<file path="src/rtl/id_decode_stage.sv">
// RV32 instruction-decode pipeline stage: combinational decode into a registered
// control bundle with valid/ready handshakes, load-use stall, and flush.
module id_decode_stage #(
    parameter int XLEN = 32,
    parameter bit EN_M = 1'b1
) (
    input  logic            clk,
    input  logic            rst,
    input  logic            flush,
    input  logic            in_valid,
    output logic            in_ready,
    input  logic [31:0]     in_instr,
    input  logic [XLEN-1:0] in_pc,
    output logic            out_valid,
    input  logic            out_ready,
    output logic [XLEN-1:0] out_pc,
    output logic [XLEN-1:0] out_imme,
    output logic [4:0]      out_rs1,
    output logic [4:0]      out_rs2,
    output logic [4:0]      out_rd,
    output logic [3:0]      out_alu_op,
    output logic            out_md_en,
    output logic [2:0]      out_md_op,
    output logic [2:0]      out_funct3,
    output logic [10:0]     out_ctrl,
    output logic            out_illegal
);
    localparam logic [6:0] OP_R      = 7'b0110011;
    localparam logic [6:0] OP_I      = 7'b0010011;
    localparam logic [6:0] OP_LOAD   = 7'b0000011;
    localparam logic [6:0] OP_STORE  = 7'b0100011;
    localparam logic [6:0] OP_BRANCH = 7'b1100011;
    localparam logic [6:0] OP_JAL    = 7'b1101111;
    localparam logic [6:0] OP_JALR   = 7'b1100111;
    localparam logic [6:0] OP_LUI    = 7'b0110111;
    localparam logic [6:0] OP_AUIPC  = 7'b0010111;
    localparam logic [6:0] OP_SYSTEM = 7'b1110011;

    localparam logic [6:0] F7_BASE = 7'b0000000;
    localparam logic [6:0] F7_ALT  = 7'b0100000;
    localparam logic [6:0] F7_M    = 7'b0000001;

    localparam logic [3:0] ALU_ADD  = 4'd0;
    localparam logic [3:0] ALU_SUB  = 4'd1;
    localparam logic [3:0] ALU_SLL  = 4'd2;
    localparam logic [3:0] ALU_SLT  = 4'd3;
    localparam logic [3:0] ALU_SLTU = 4'd4;
    localparam logic [3:0] ALU_XOR  = 4'd5;
    localparam logic [3:0] ALU_SRL  = 4'd6;
    localparam logic [3:0] ALU_SRA  = 4'd7;
    localparam logic [3:0] ALU_OR   = 4'd8;
    localparam logic [3:0] ALU_AND  = 4'd9;

    // funct3 -> ALU code; alt (funct7[5]) picks SUB on 000 and SRA on 101
    function automatic logic [3:0] arith_op(input logic [2:0] f3, input logic alt);
        case (f3)
            3'b000:  arith_op = alt ? ALU_SUB : ALU_ADD;
            3'b001:  arith_op = ALU_SLL;
            3'b010:  arith_op = ALU_SLT;
            3'b011:  arith_op = ALU_SLTU;
            3'b100:  arith_op = ALU_XOR;
            3'b101:  arith_op = alt ? ALU_SRA : ALU_SRL;
            3'b110:  arith_op = ALU_OR;
            3'b111:  arith_op = ALU_AND;
            default: arith_op = ALU_ADD;
        endcase
    endfunction

    logic [6:0]      opcode_s, funct7_s;
    logic [2:0]      funct3_s;
    logic [4:0]      rs1_s, rs2_s, rd_s;
    logic [31:0]     imm_i_s, imm_st_s, imm_b_s, imm_u_s, imm_j_s, imm32_s;
    logic [XLEN-1:0] imme_s;
    logic            jal_s, jalr_s, branch_s, auipc_s, reg_wen_s, mem_wen_s, mem_ren_s;
    logic            db_src_s, ebreak_s, illegal_s, md_en_s, uses_rs1_s, uses_rs2_s, hz_s;
    logic [1:0]      reg_src_s;
    logic [3:0]      alu_op_s;
    logic [2:0]      md_op_s;
    logic [10:0]     ctrl_s;

    assign opcode_s = in_instr[6:0];
    assign rd_s     = in_instr[11:7];
    assign funct3_s = in_instr[14:12];
    assign rs1_s    = in_instr[19:15];
    assign rs2_s    = in_instr[24:20];
    assign funct7_s = in_instr[31:25];

    assign imm_i_s  = {{20{in_instr[31]}}, in_instr[31:20]};
    assign imm_st_s = {{20{in_instr[31]}}, in_instr[31:25], in_instr[11:7]};
    assign imm_b_s  = {{19{in_instr[31]}}, in_instr[31], in_instr[7], in_instr[30:25], in_instr[11:8], 1'b0};
    assign imm_u_s  = {in_instr[31:12], 12'h000};
    assign imm_j_s  = {{11{in_instr[31]}}, in_instr[31], in_instr[19:12], in_instr[20], in_instr[30:21], 1'b0};
    assign imme_s   = XLEN'($signed(imm32_s));

    // Opcode decode into raw control fields, immediate select and legality
    always_comb begin
        alu_op_s   = ALU_ADD;
        md_en_s    = 1'b0;
        md_op_s    = 3'b000;
        jal_s      = 1'b0;
        jalr_s     = 1'b0;
        branch_s   = 1'b0;
        auipc_s    = 1'b0;
        reg_wen_s  = 1'b0;
        mem_wen_s  = 1'b0;
        mem_ren_s  = 1'b0;
        db_src_s   = 1'b0;
        reg_src_s  = 2'b00;
        ebreak_s   = 1'b0;
        illegal_s  = 1'b0;
        imm32_s    = 32'h0000_0000;
        uses_rs1_s = 1'b1;
        uses_rs2_s = 1'b0;
        case (opcode_s)
            OP_R: begin
                uses_rs2_s = 1'b1;
                reg_wen_s  = 1'b1;
                alu_op_s   = arith_op(funct3_s, funct7_s[5]);
                md_en_s    = EN_M && (funct7_s == F7_M);
                md_op_s    = md_en_s ? funct3_s : 3'b000;
                illegal_s  = !((funct7_s == F7_BASE) || (funct7_s == F7_ALT) || md_en_s);
            end
            OP_I: begin
                reg_wen_s = 1'b1;
                db_src_s  = 1'b1;
                imm32_s   = imm_i_s;
                alu_op_s  = (funct3_s == 3'b000) ? ALU_ADD : arith_op(funct3_s, funct7_s[5]);
                // shift-immediate encodings only allow the base or SRA funct7
                illegal_s = ((funct3_s == 3'b001) && (funct7_s != F7_BASE)) ||
                            ((funct3_s == 3'b101) && (funct7_s != F7_BASE) && (funct7_s != F7_ALT));
            end
            OP_LOAD: begin
                reg_wen_s = 1'b1;
                mem_ren_s = 1'b1;
                db_src_s  = 1'b1;
                reg_src_s = 2'b01;
                imm32_s   = imm_i_s;
            end
            OP_STORE: begin
                uses_rs2_s = 1'b1;
                mem_wen_s  = 1'b1;
                db_src_s   = 1'b1;
                imm32_s    = imm_st_s;
            end
            OP_BRANCH: begin
                uses_rs2_s = 1'b1;
                branch_s   = 1'b1;
                alu_op_s   = funct3_s[1] ? ALU_SLTU : ALU_SLT;
                imm32_s    = imm_b_s;
            end
            OP_JAL: begin
                uses_rs1_s = 1'b0;
                jal_s      = 1'b1;
                reg_wen_s  = 1'b1;
                reg_src_s  = 2'b10;
                imm32_s    = imm_j_s;
            end
            OP_JALR: begin
                jalr_s    = 1'b1;
                reg_wen_s = 1'b1;
                db_src_s  = 1'b1;
                reg_src_s = 2'b10;
                imm32_s   = imm_i_s;
            end
            OP_LUI: begin
                uses_rs1_s = 1'b0;
                reg_wen_s  = 1'b1;
                reg_src_s  = 2'b11;
                imm32_s    = imm_u_s;
            end
            OP_AUIPC: begin
                uses_rs1_s = 1'b0;
                auipc_s    = 1'b1;
                reg_wen_s  = 1'b1;
                db_src_s   = 1'b1;
                imm32_s    = imm_u_s;
            end
            OP_SYSTEM: begin
                ebreak_s = (in_instr == 32'h0010_0073);
            end
            default: begin
                illegal_s = 1'b1;
            end
        endcase
    end

    // illegal instructions travel to EX with every side effect suppressed
    assign ctrl_s = {jal_s & ~illegal_s, jalr_s & ~illegal_s, branch_s & ~illegal_s, auipc_s,
                     reg_wen_s & ~illegal_s & (rd_s != 5'd0), mem_wen_s & ~illegal_s,
                     mem_ren_s & ~illegal_s, db_src_s, reg_src_s, ebreak_s};

    assign hz_s = out_valid & out_ctrl[4] & ~out_ctrl[5] & (out_rd != 5'd0) &
                  ((uses_rs1_s & (rs1_s == out_rd)) | (uses_rs2_s & (rs2_s == out_rd)));

    assign in_ready = ~flush & ~hz_s & (~out_valid | out_ready);

    // Output register: reset, flush, capture, drain, hold in priority order
    always_ff @(posedge clk) begin
        if (rst) begin
            out_valid   <= 1'b0;
            out_pc      <= {XLEN{1'b0}};
            out_imme    <= {XLEN{1'b0}};
            out_rs1     <= 5'd0;
            out_rs2     <= 5'd0;
            out_rd      <= 5'd0;
            out_alu_op  <= 4'd0;
            out_md_en   <= 1'b0;
            out_md_op   <= 3'd0;
            out_funct3  <= 3'd0;
            out_ctrl    <= 11'd0;
            out_illegal <= 1'b0;
        end else if (flush) begin
            out_valid <= 1'b0;
        end else if (in_valid && in_ready) begin
            out_valid   <= 1'b1;
            out_pc      <= in_pc;
            out_imme    <= imme_s;
            out_rs1     <= rs1_s;
            out_rs2     <= rs2_s;
            out_rd      <= rd_s;
            out_alu_op  <= alu_op_s;
            out_md_en   <= md_en_s;
            out_md_op   <= md_op_s;
            out_funct3  <= funct3_s;
            out_ctrl    <= ctrl_s;
            out_illegal <= illegal_s;
        end else if (out_ready && out_valid) begin
            out_valid <= 1'b0;
        end else begin
            out_valid <= out_valid;
        end
    end
endmodule

</file>
<file path="config.mk">
export PLATFORM = sky130hd
export DESIGN_NAME = id_decode_stage
export DESIGN_NICKNAME = d
export VERILOG_FILES = /design/src/rtl/id_decode_stage.sv
export SDC_FILE = /design/constraint.sdc
export NUM_CORES = 1
export LEC_CHECK = 0
export ABC_AREA = 1
export BUFFER_PORTS_ARGS = -buffer_cell sky130_fd_sc_hd__clkbuf_2
export CORE_MARGIN = 3
export CORE_UTILIZATION = 35
export DETAILED_ROUTE_END_ITERATION = 8
export PLACE_DENSITY = 0.65
export SYNTH_ARGS = -nofsm -noshare
export SYNTH_HDL_FRONTEND = slang
export SYNTH_SLANG_ARGS = --single-unit
</file>
<file path="constraint.sdc">
create_clock -name clk -period 1.7 [get_ports clk]
set_input_delay 0 -clock clk [delete_from_list [all_inputs] [get_ports clk]]
set_output_delay 0 -clock clk [all_outputs]
set_load 0.02 [all_outputs]
</file>
* Word level (Yosys, flattened, before mapping)
Cells that the tools add are included.
Storage, ports and cells: flip-flop bits (word level) 103, output and inout bits 104, input bits 69, word-level logic and storage cells 108
Cells by class: equality and inequality tests 23, reduce and logical (&&, ||, !) cells 25, multiplexer cells 26, bitwise operators 22
Operators with widths (count):
- one-hot mux 32 bit (5 select lines) | 1
- equality test 32 x 21 -> 1 bit (second input constant) | 1
- one-hot mux 4 bit (8 select lines) | 1
- equality test 7 x 6 -> 1 bit (second input constant) | 4
- equality test 7 bit (second input constant) | 4
- one-hot mux 4 bit (7 select lines) | 1
- two-way mux 1 bit | 16
- AND 1 bit | 15
- equality test 7 x 5 -> 1 bit (second input constant) | 2
- equality test 3 bit (second input constant) | 4
- one-hot mux 4 bit (3 select lines) | 1
- equality test 5 bit | 2
- nonzero test 5 bit | 2
- two-way mux 3 bit | 3
- OR reduction 3 bit | 3
- OR reduction 8 bit | 1
- equality test 7 x 1 -> 1 bit (second input constant) | 1
- equality test 7 x 2 -> 1 bit (second input constant) | 1
- logical NOT 7 bit | 1
- inequality test 7 x 6 -> 1 bit (second input constant) | 1
- nonzero test 7 bit | 1
- OR reduction 7 bit | 1
- equality test 3 x 2 -> 1 bit (second input constant) | 2
- one-hot mux 2 bit (3 select lines) | 1
- other kinds (13) | 26

* Logic depth before layout (Yosys ltp)
Gate-level depths: netlist of run 1.
depth in word-level cells 11, depth in mapped cells 15

* Worst setup path before layout of run 1
No wires, ideal clock.
path kind reg2out, start reg out_valid, end out in_ready, slack -0.065 ns, path buffers 2, cell stages (with the launch flop) 5, data required time 1.700 ns, arrival time 1.765 ns, cells stage by stage dfxtp_1 -> a21oi_1 -> clkbuf_1 -> clkbuf_1 -> a21boi_0
On the way: longest elaborated chain between the ends 7, elaborated cells on any way between the ends 9, classes of those cells bitwise (9)
Ends and longest elaborated chain:
- from (decl) | RTL line 14 | output logic out_valid,
- from (signal assigned) | RTL line 230 | out_valid <= out_valid;
- AND 1 bit (4 in a row) | RTL line 192 | assign hz_s = out_valid & out_ctrl[4] & ~out_ctrl[5] & (out_rd != 5'd0) &
- inverter 1 bit | RTL line 195 | assign in_ready = ~flush & ~hz_s & (~out_valid | out_ready);
- AND 1 bit | RTL line 195
- AND 1 bit * | RTL line 195
- to (decl) | RTL line 11 | output logic in_ready,
Every way passes the cells marked *; elsewhere a longest branch is shown, timed or not.

* Worst setup path in the final report of run 1
start reg out_rd[1], end reg out_imme[30]
On the way: longest elaborated chain between the ends 9, elaborated cells on any way between the ends 13, classes of those cells eq/ne (2); bitwise (8); reduce/logical (3)
Ends and longest elaborated chain:
- from (decl) | RTL line 20 | output logic [4:0] out_rd,
- from (signal assigned) | RTL line 220 | out_rd <= rd_s;
- equality test 5 bit | RTL line 193 | ((uses_rs1_s & (rs1_s == out_rd)) | (uses_rs2_s & (rs2_s == out_rd)));
- AND 1 bit | RTL line 193
- bitwise OR 1 bit | RTL line 193
- AND 1 bit * | RTL line 192
- inverter 1 bit * | RTL line 195
- AND 1 bit * (2 in a row) | RTL line 195
- logical AND 1 bit * | RTL line 214 | end else if (in_valid && in_ready) begin
- AND reduction 2 bit (no source line) *
- to (signal assigned) | RTL line 202 | out_imme <= {XLEN{1'b0}};
- to (signal assigned) | RTL line 217 | out_imme <= imme_s;
- to (decl) | RTL line 17 | output logic [XLEN-1:0] out_imme,
Marks and branches as above. A chain may end at the register's enable or synchronous reset.

==> results of run 1 <==
==> Yosys cell counts (all sizes together) <==
master / number
clkbuf: 19
nand3: 19
a21boi: 1
nor3: 12
nand2: 255
or2: 2
o22ai: 1
nor4: 1
inv: 137
nand4: 45
buf: 25
xor2: 3
xnor2: 4
a21oi: 27
o2111ai: 1
nor2: 195
o21ai: 14
dfxtp: 103
clkinv: 1
a22oi: 1
==> how the worst max path moves through the flow <==
stage                   end      start
2_1_floorplan  out_imme[10]  out_rd[1]
3_3_place_gp     out_pc[28]  out_rd[1]
3_5_place_dp    out_ctrl[0]  out_rd[1]
4_1_cts           out_rd[3]  out_rd[1]
5_1_grt        out_imme[30]  out_rd[1]
6_report       out_imme[30]  out_rd[1]
==> worst register-to-register path, stage by stage, from the launching register on <==
cell and delay [ns]:
dfxtp_4 0.36, inv_4 0.07, nand2_2 0.04, nand2_1 0.07, nand3_2 0.07, nor2_2 0.10
nand3_1 0.09, nand2_2 0.11, nand2_4 0.08, nand3_4 0.14, buf_12 0.17, buf_12 0.15
nand2_4 0.05, nand2_2 0.06, nor2_1 0.04
==> kinds of logic (layout without fill, tap and decap cells) <==
family                    after synthesis  after routing  share of synthesized area [%]
and+or+nand+nor                       529            530                           41.2
DFF                                   103            103                           38.9
xor gates and xnor gates                7              7                           1.16
buffers and inverters                 182            425                           14.3
AOI/OAI and AO/OA                      45             45                           4.44
==> layout make-up <==
cell class / count / area (sq um)
clock inverter: 4 / 70.1
fill: 1459 / 6750
multi-input combinational: 582 / 2770
inverter: 138 / 520
tap: 184 / 230
sequential: 103 / 2070
timing repair buffer: 272 / 2040
clock buffer: 11 / 243
==> per-layer routing <==
metal  part of all wire, %  up-vias
met2                    47      188
met5                     0        -
met4                   2.7        0
met3                   6.2       34
met1                    44     2765
li1                      -     3099
==> state kept, by name, indices dropped and copies added, names as in the netlist <==
name,flops
out_alu_op,4
out_valid,1
out_md_op,3
out_ctrl,11
out_rs2,5
out_funct3,3
out_illegal,1
out_rd,5
out_rs1,5
out_pc,32
out_md_en,1
out_imme,32
==> cells in the final DEF, fill, tap and decap left out, types with 2 or more instances in the layout <==
cell	count
clkbuf_16	19
or2_2	2
clkbuf_2	172
dfxtp_2	3
xnor2_1	4
nand3_1	15
nand3_2	2
bufinv_16	2
xor2_1	3
a21oi_2	6
buf_6	3
buf_8	3
a21oi_1	21
nand2_4	17
o21ai_0	13
inv_2	10
nand2_2	40
buf_4	25
dlygate4sd3_1	52
nand4_1	45
inv_1	126
buf_12	7
nor2_1	185
nand2_1	198
dfxtp_1	98
clkinv_2	2
dfxtp_4	2
nor2_2	9
nand3_4	3
nor3_1	12
==> power by group <==
| part | internal, mW | switching [mW] | total, mW |
|---|---|---|---|
| Clock | 1.32 | 0.899 | 2.22 |
| Combinational | 0.579 | 0.824 | 1.40 |
| Sequential | 2.56 | 0.0840 | 2.64 |
==> repair_timing <==
| item | in CTS | in global routing |
|---|---|---|
| endpoints found under the hold margin | 51 | 0 |
| pin swaps | 0 | 19 |
| resized for setup | 2 | 108 |
| endpoints found under the setup margin | 37 | 104 |
| setup buffers | 0 | 4 |
| hold buffers | 52 | 0 |
| gates cloned | 0 | 14 |
==> stage by stage <==
step                area (sq um)  power, mW  setup TNS, ns
global route                7950       6.56          -4.89
CTS                         7300       6.12              0
detailed placement          6470       3.79              0
finish                      7950       6.26        -0.0734
global placement            6470       3.78              0
floorplan                   5300       3.38              0
==> metrics.txt, run 1 <==
global-route wire length before repair roughly 27000 um; clk_lat worst skew 0.35 ns; placed insts between 1000 and 1500; Tmin final 1.72 ns; clock-pin slew of the registers on the worst-case setup and hold paths approximately 0.070 ns; CP Cell Sequence inv_4 > nand2_2 > nand2_1 > nand3_2 > nor2_2 > nand3_1 > nand2_2 > nand2_4 > nand3_4 > buf_12 > buf_12 > nand2_4 > nand2_2 > nor2_1; Avg Inst Size Synth 6.12 sq um; Worst Setup End Kind flip-flop; via-per-instance ratio 4.70; Inserted Clock Buffers 9; Worst EP arrival 1.94 ns; HPWL Detailed 11900 um; CP Class reg -> reg; Synthesis Warnings 0; top post-synthesis cells by area dfxtp_1 39%, nand2_1 18%, nor2_1 14%; Worst Tran Pin Value about 0.54 ns; Hold Path End out_imme[26]; Power Density a little under 800 mW/mm^2; Layout area overhead 50.0%; r2r startpoint out_rd[1]; initial antenna violation count 0; vias in the first global route 5503; VDD IR-drop max approximately 420 uV; WP depth 14; Distinct cells, synth 28; number of DRC markers in iteration 0 308; core outline area approximately 0.015 sq mm; Clock Tree Root clkbuf_16; failing checks setup timing; slew margin rel. approximately 64%; ANT nets after route 0; via count 6086; final core utilization 54.1%; slowest CP cell dfxtp_4; share of cells above drive strength 1 between 20% and 30%; Setup Viol. Count Final 12; Reg2Reg Setup Slack -0.02 ns; post-synthesis sequential area ratio between 30% and 40%; GP Congestion around 0.93; final period utilization 101%; final number of max-transition violations 0; total wire length about 18000 um; diode count 0; worst-case clock buffer depth 2; critical hold path startpoint rst; pin count of the biggest net entering global routing 47; met3 Track Usage GR ~5.2%; Die W around 130 um; P_leak approximately 4.2 nW; Tot GR Track Use about a fifth; delay-heaviest family, CP simple AND/OR/NAND/NOR gates; H-tree depth 3; Mapped Area 0.00530 sq mm; Syn Inst Count a little under 900; io pins about 170; I/O Buffers roughly 170; met1 GRT Util about 25%; die height approximately 130 um; initial core utilization a little over a third; reg-to-reg endpoint out_imme[30]; synthesized flop and latch total about 100; # rows 44; Final Non-Filler Cells 1294; Worst Skew about 0.0057 ns; depth of the most critical reg-to-reg path 14; CTS tree yes; Most Crowded Layer GR met2; hold_ws roughly 0.012 ns; worst slack, placed 0.00624 ns; M2 GR Usage approximately 33%; Buf/Inv on CP 3; syn nets roughly 940; startpoint types flip-flop; clk sink count 103; CP max FO 8; Crit path required time around 1.9 ns; CP peak stage delay 0.36 ns; CP dominant cell by count nand2_2; die area roughly 0.017 sq mm; # DRC 0; GR Overflow Total 0; # nets final around 1200; Routed WL per cell about 14 um; Initial DRT Pass Iterations 7; max cap viols 0; Synth top area share 38.9%; Highest Clock Rate 0.583 GHz; outcome complete, but fails checks; Worst Hold Class in -> reg; unrepaired setup endpoints after global routing true; final hold viol count 0; Final WS setup -0.0151 ns; hold-critical path depth 2; leading area contributor after synthesis dfxtp_1
Note: power is estimated with default switching activity, not from simulation.
==> inputs of run 2 (changes only) <==
- GPL_TIMING_DRIVEN: default -> 0
==> metrics.txt, run 2 (synthesis gave the netlist of run 1 again) <==
die height 129 um (unchanged); Worst Hold Class in -> reg; initial antenna violation count 0 (unchanged); Reg2Reg Setup Slack -0.03 ns (-0.02 ns); P_leak 4.14 nW (-2.5%); I/O Buffers 169 (-1.7%); Worst Setup End Kind flip-flop; critical hold path startpoint rst; final period utilization 102% (+0.95 points); # nets final 1178 (+0.26%); final hold viol count 0 (unchanged); CP max FO 8 (unchanged); # DRC 0 (unchanged); CP Class in -> reg; hold-critical path depth 2 (unchanged); max cap viols 0 (unchanged); via count 5896 (-3.1%); depth of the most critical reg-to-reg path 14 (unchanged); startpoint types input port; pin count of the biggest net entering global routing 17 (-64%); commonest non-fill, non-tap cell in the layout nand2_1; Worst EP arrival 1.99 ns (+0.05 ns); r2r startpoint out_rd[1]; Worst Tran Pin Value 0.618 ns (+0.0748 ns); Initial DRT Pass Iterations 5 (-2); Routed WL per cell 13.9 um (+1.2%); GP Congestion 0.946 (+2.0%); failing checks setup timing; ANT nets after route 0 (unchanged); # rows 44 (unchanged); VDD IR-drop max 439 uV (+4.1%); Crit. Startpoint in_instr[20]; Crit path required time 1.96 ns (+0.03 ns); commonest cells after routing, fill and taps aside 212 x nand2_1, 190 x nor2_1, 168 x clkbuf_2; Tot GR Track Use 20.4% (+0.51 points); via-per-instance ratio 4.54 (-3.4%); worst slack, placed -0.310 ns (-0.316 ns); unrepaired setup endpoints after global routing true; clk_lat worst skew 0.35 ns (about the same); slew margin rel. 58.8% (-5.0 points); clock-pin slew of the registers on the worst-case setup and hold paths 0.07 ns (about the same); global-route wire length before repair 26600 um (+0.15%); vias in the first global route 5189 (-5.7%); Inserted Clock Buffers 9 (unchanged); initial core utilization 36.1% (unchanged); HPWL Detailed 13000 um (+9.1%); CTS tree yes; die area 0.0167 sq mm (unchanged); clk sink count 103 (unchanged); worst-case clock buffer depth 2 (unchanged); Worst Skew 0.00638 ns (+0.000717 ns); Layout area overhead 46.4%; Setup Viol. Count Final 43 (+31); Clock Tree Root clkbuf_16; final number of max-transition violations 0 (unchanged); total wire length 18000 um (+1.5%); Power Density 808 mW/mm^2 (+2.5%); Final WS setup -0.0312 ns (-0.0161 ns); outcome complete, but fails checks; io pins 173 (unchanged); total chip power 6.27 mW (+0.11%); Tmin final 1.73 ns (+0.0161 ns); reg-to-reg endpoint out_pc[7]; Highest Clock Rate 0.578 GHz (-0.93%); diode count 0 (unchanged); GR Overflow Total 0 (unchanged); share of cells above drive strength 1 26.6% (-3.2 points); H-tree depth 3 (unchanged); core outline area 0.0147 sq mm (unchanged); Largest regs out_imme x32, out_pc x32, out_ctrl x11; Die W 129 um (unchanged); Hold Path End out_ctrl[8]; number of DRC markers in iteration 0 286 (-7.1%); Filler Cells Inserted 1480 (+1.4%)
==> run 2: cell types whose count changed in the layout (fill, tap and decap cells not counted), sizes merged <==
cell | before | now
inv | 137 | 138
buf | 38 | 30
nand3 | 20 | 19
clkbuf | 193 | 203
dlygate4sd3 | 52 | 54
==> run 2: area by class of cell <==
class / instances / area (sq um) / area share [%]
multi-input cells: 581 / 2700 / 34.8
flip-flops and latches: 103 / 2070 / 26.6
repair buffers: 232 / 1560 / 20.1
inverters: 138 / 518 / 6.67
plain buffers: 44 / 363 / 4.68
clock buffers: 11 / 243 / 3.13
well taps: 184 / 230 / 2.97
clock inverters: 5 / 78.8 / 1.02
==> run 2: worst max-delay path by stage <==
| stage | endpoint | slack [ns] | cells past startpoint |
|---|---|---|---|
| floorplan | out_imme[10] | 0.07 | 13 |
| global placement | out_ctrl[6] | -0.27 | 15 |
| detailed placement | in_ready | -0.31 | 5 |
| CTS | out_ctrl[0] | 0.002 | 13 |
| global route | out_pc[27] | -0.16 | 14 |
| finish | out_pc[7] | -0.03 | 15 |
==> run 2: what timing repair did <==
item,4_1_cts,5_1_grt
hold buffers,54,0
resized for setup,26,91
gates cloned,0,6
hold endpoints to repair,53,0
pin swaps,1,22
buffers inserted,1,2
endpoints found under the setup margin,93,104
==> run 2: where the power goes <==
group	total (mW)	internal, mW	switching (mW)	leakage [nW]
clock	2.29	1.33	0.958	0.160
sequential	2.64	2.56	0.0826	0.849
combinational	1.34	0.539	0.798	3.13
==> run 2: worst max-delay path, stage by stage <==
cell and delay (ns):
dlygate4sd3_1 0.53, clkbuf_2 0.19, inv_2 0.08, nand2_1 0.08, nand3_2 0.08, nor2_2 0.10, nand3_1 0.08, nand2_2 0.10
nand2_4 0.07, nand3_4 0.16, clkbuf_16 0.22, clkbuf_16 0.16, nand2_2 0.04, nand2_1 0.05, nor2_1 0.05
==> run 2: metal layers <==
metal / part of all wire [%] / vias to the layer above / routed length [um] / GRT usage, %
li1: - / 3105 / - / -
met2: 46 / 157 / 8310 / 32.4
met1: 47 / 2605 / 8440 / 27.6
met3: 4.8 / 29 / 868 / 3.46
met5: 0 / - / 0 / 0
met4: 2.4 / 0 / 429 / 8.09
==> run 2: through the flow <==
step	cell area [sq um]	cells	TNS [ns]	hold WS [ns]	util (%)
after floorplan	5300	866	0	0.135	-
after global placement	6380	1219	-19.60	0.224	43.4
after detailed placement	6380	1219	-19.03	0.228	43.4
after CTS	7330	1290	0	0.00827	49.8
after global routing	7760	1298	-12.11	0.0185	52.8
final	7760	1298	-0.625	0.00718	52.8
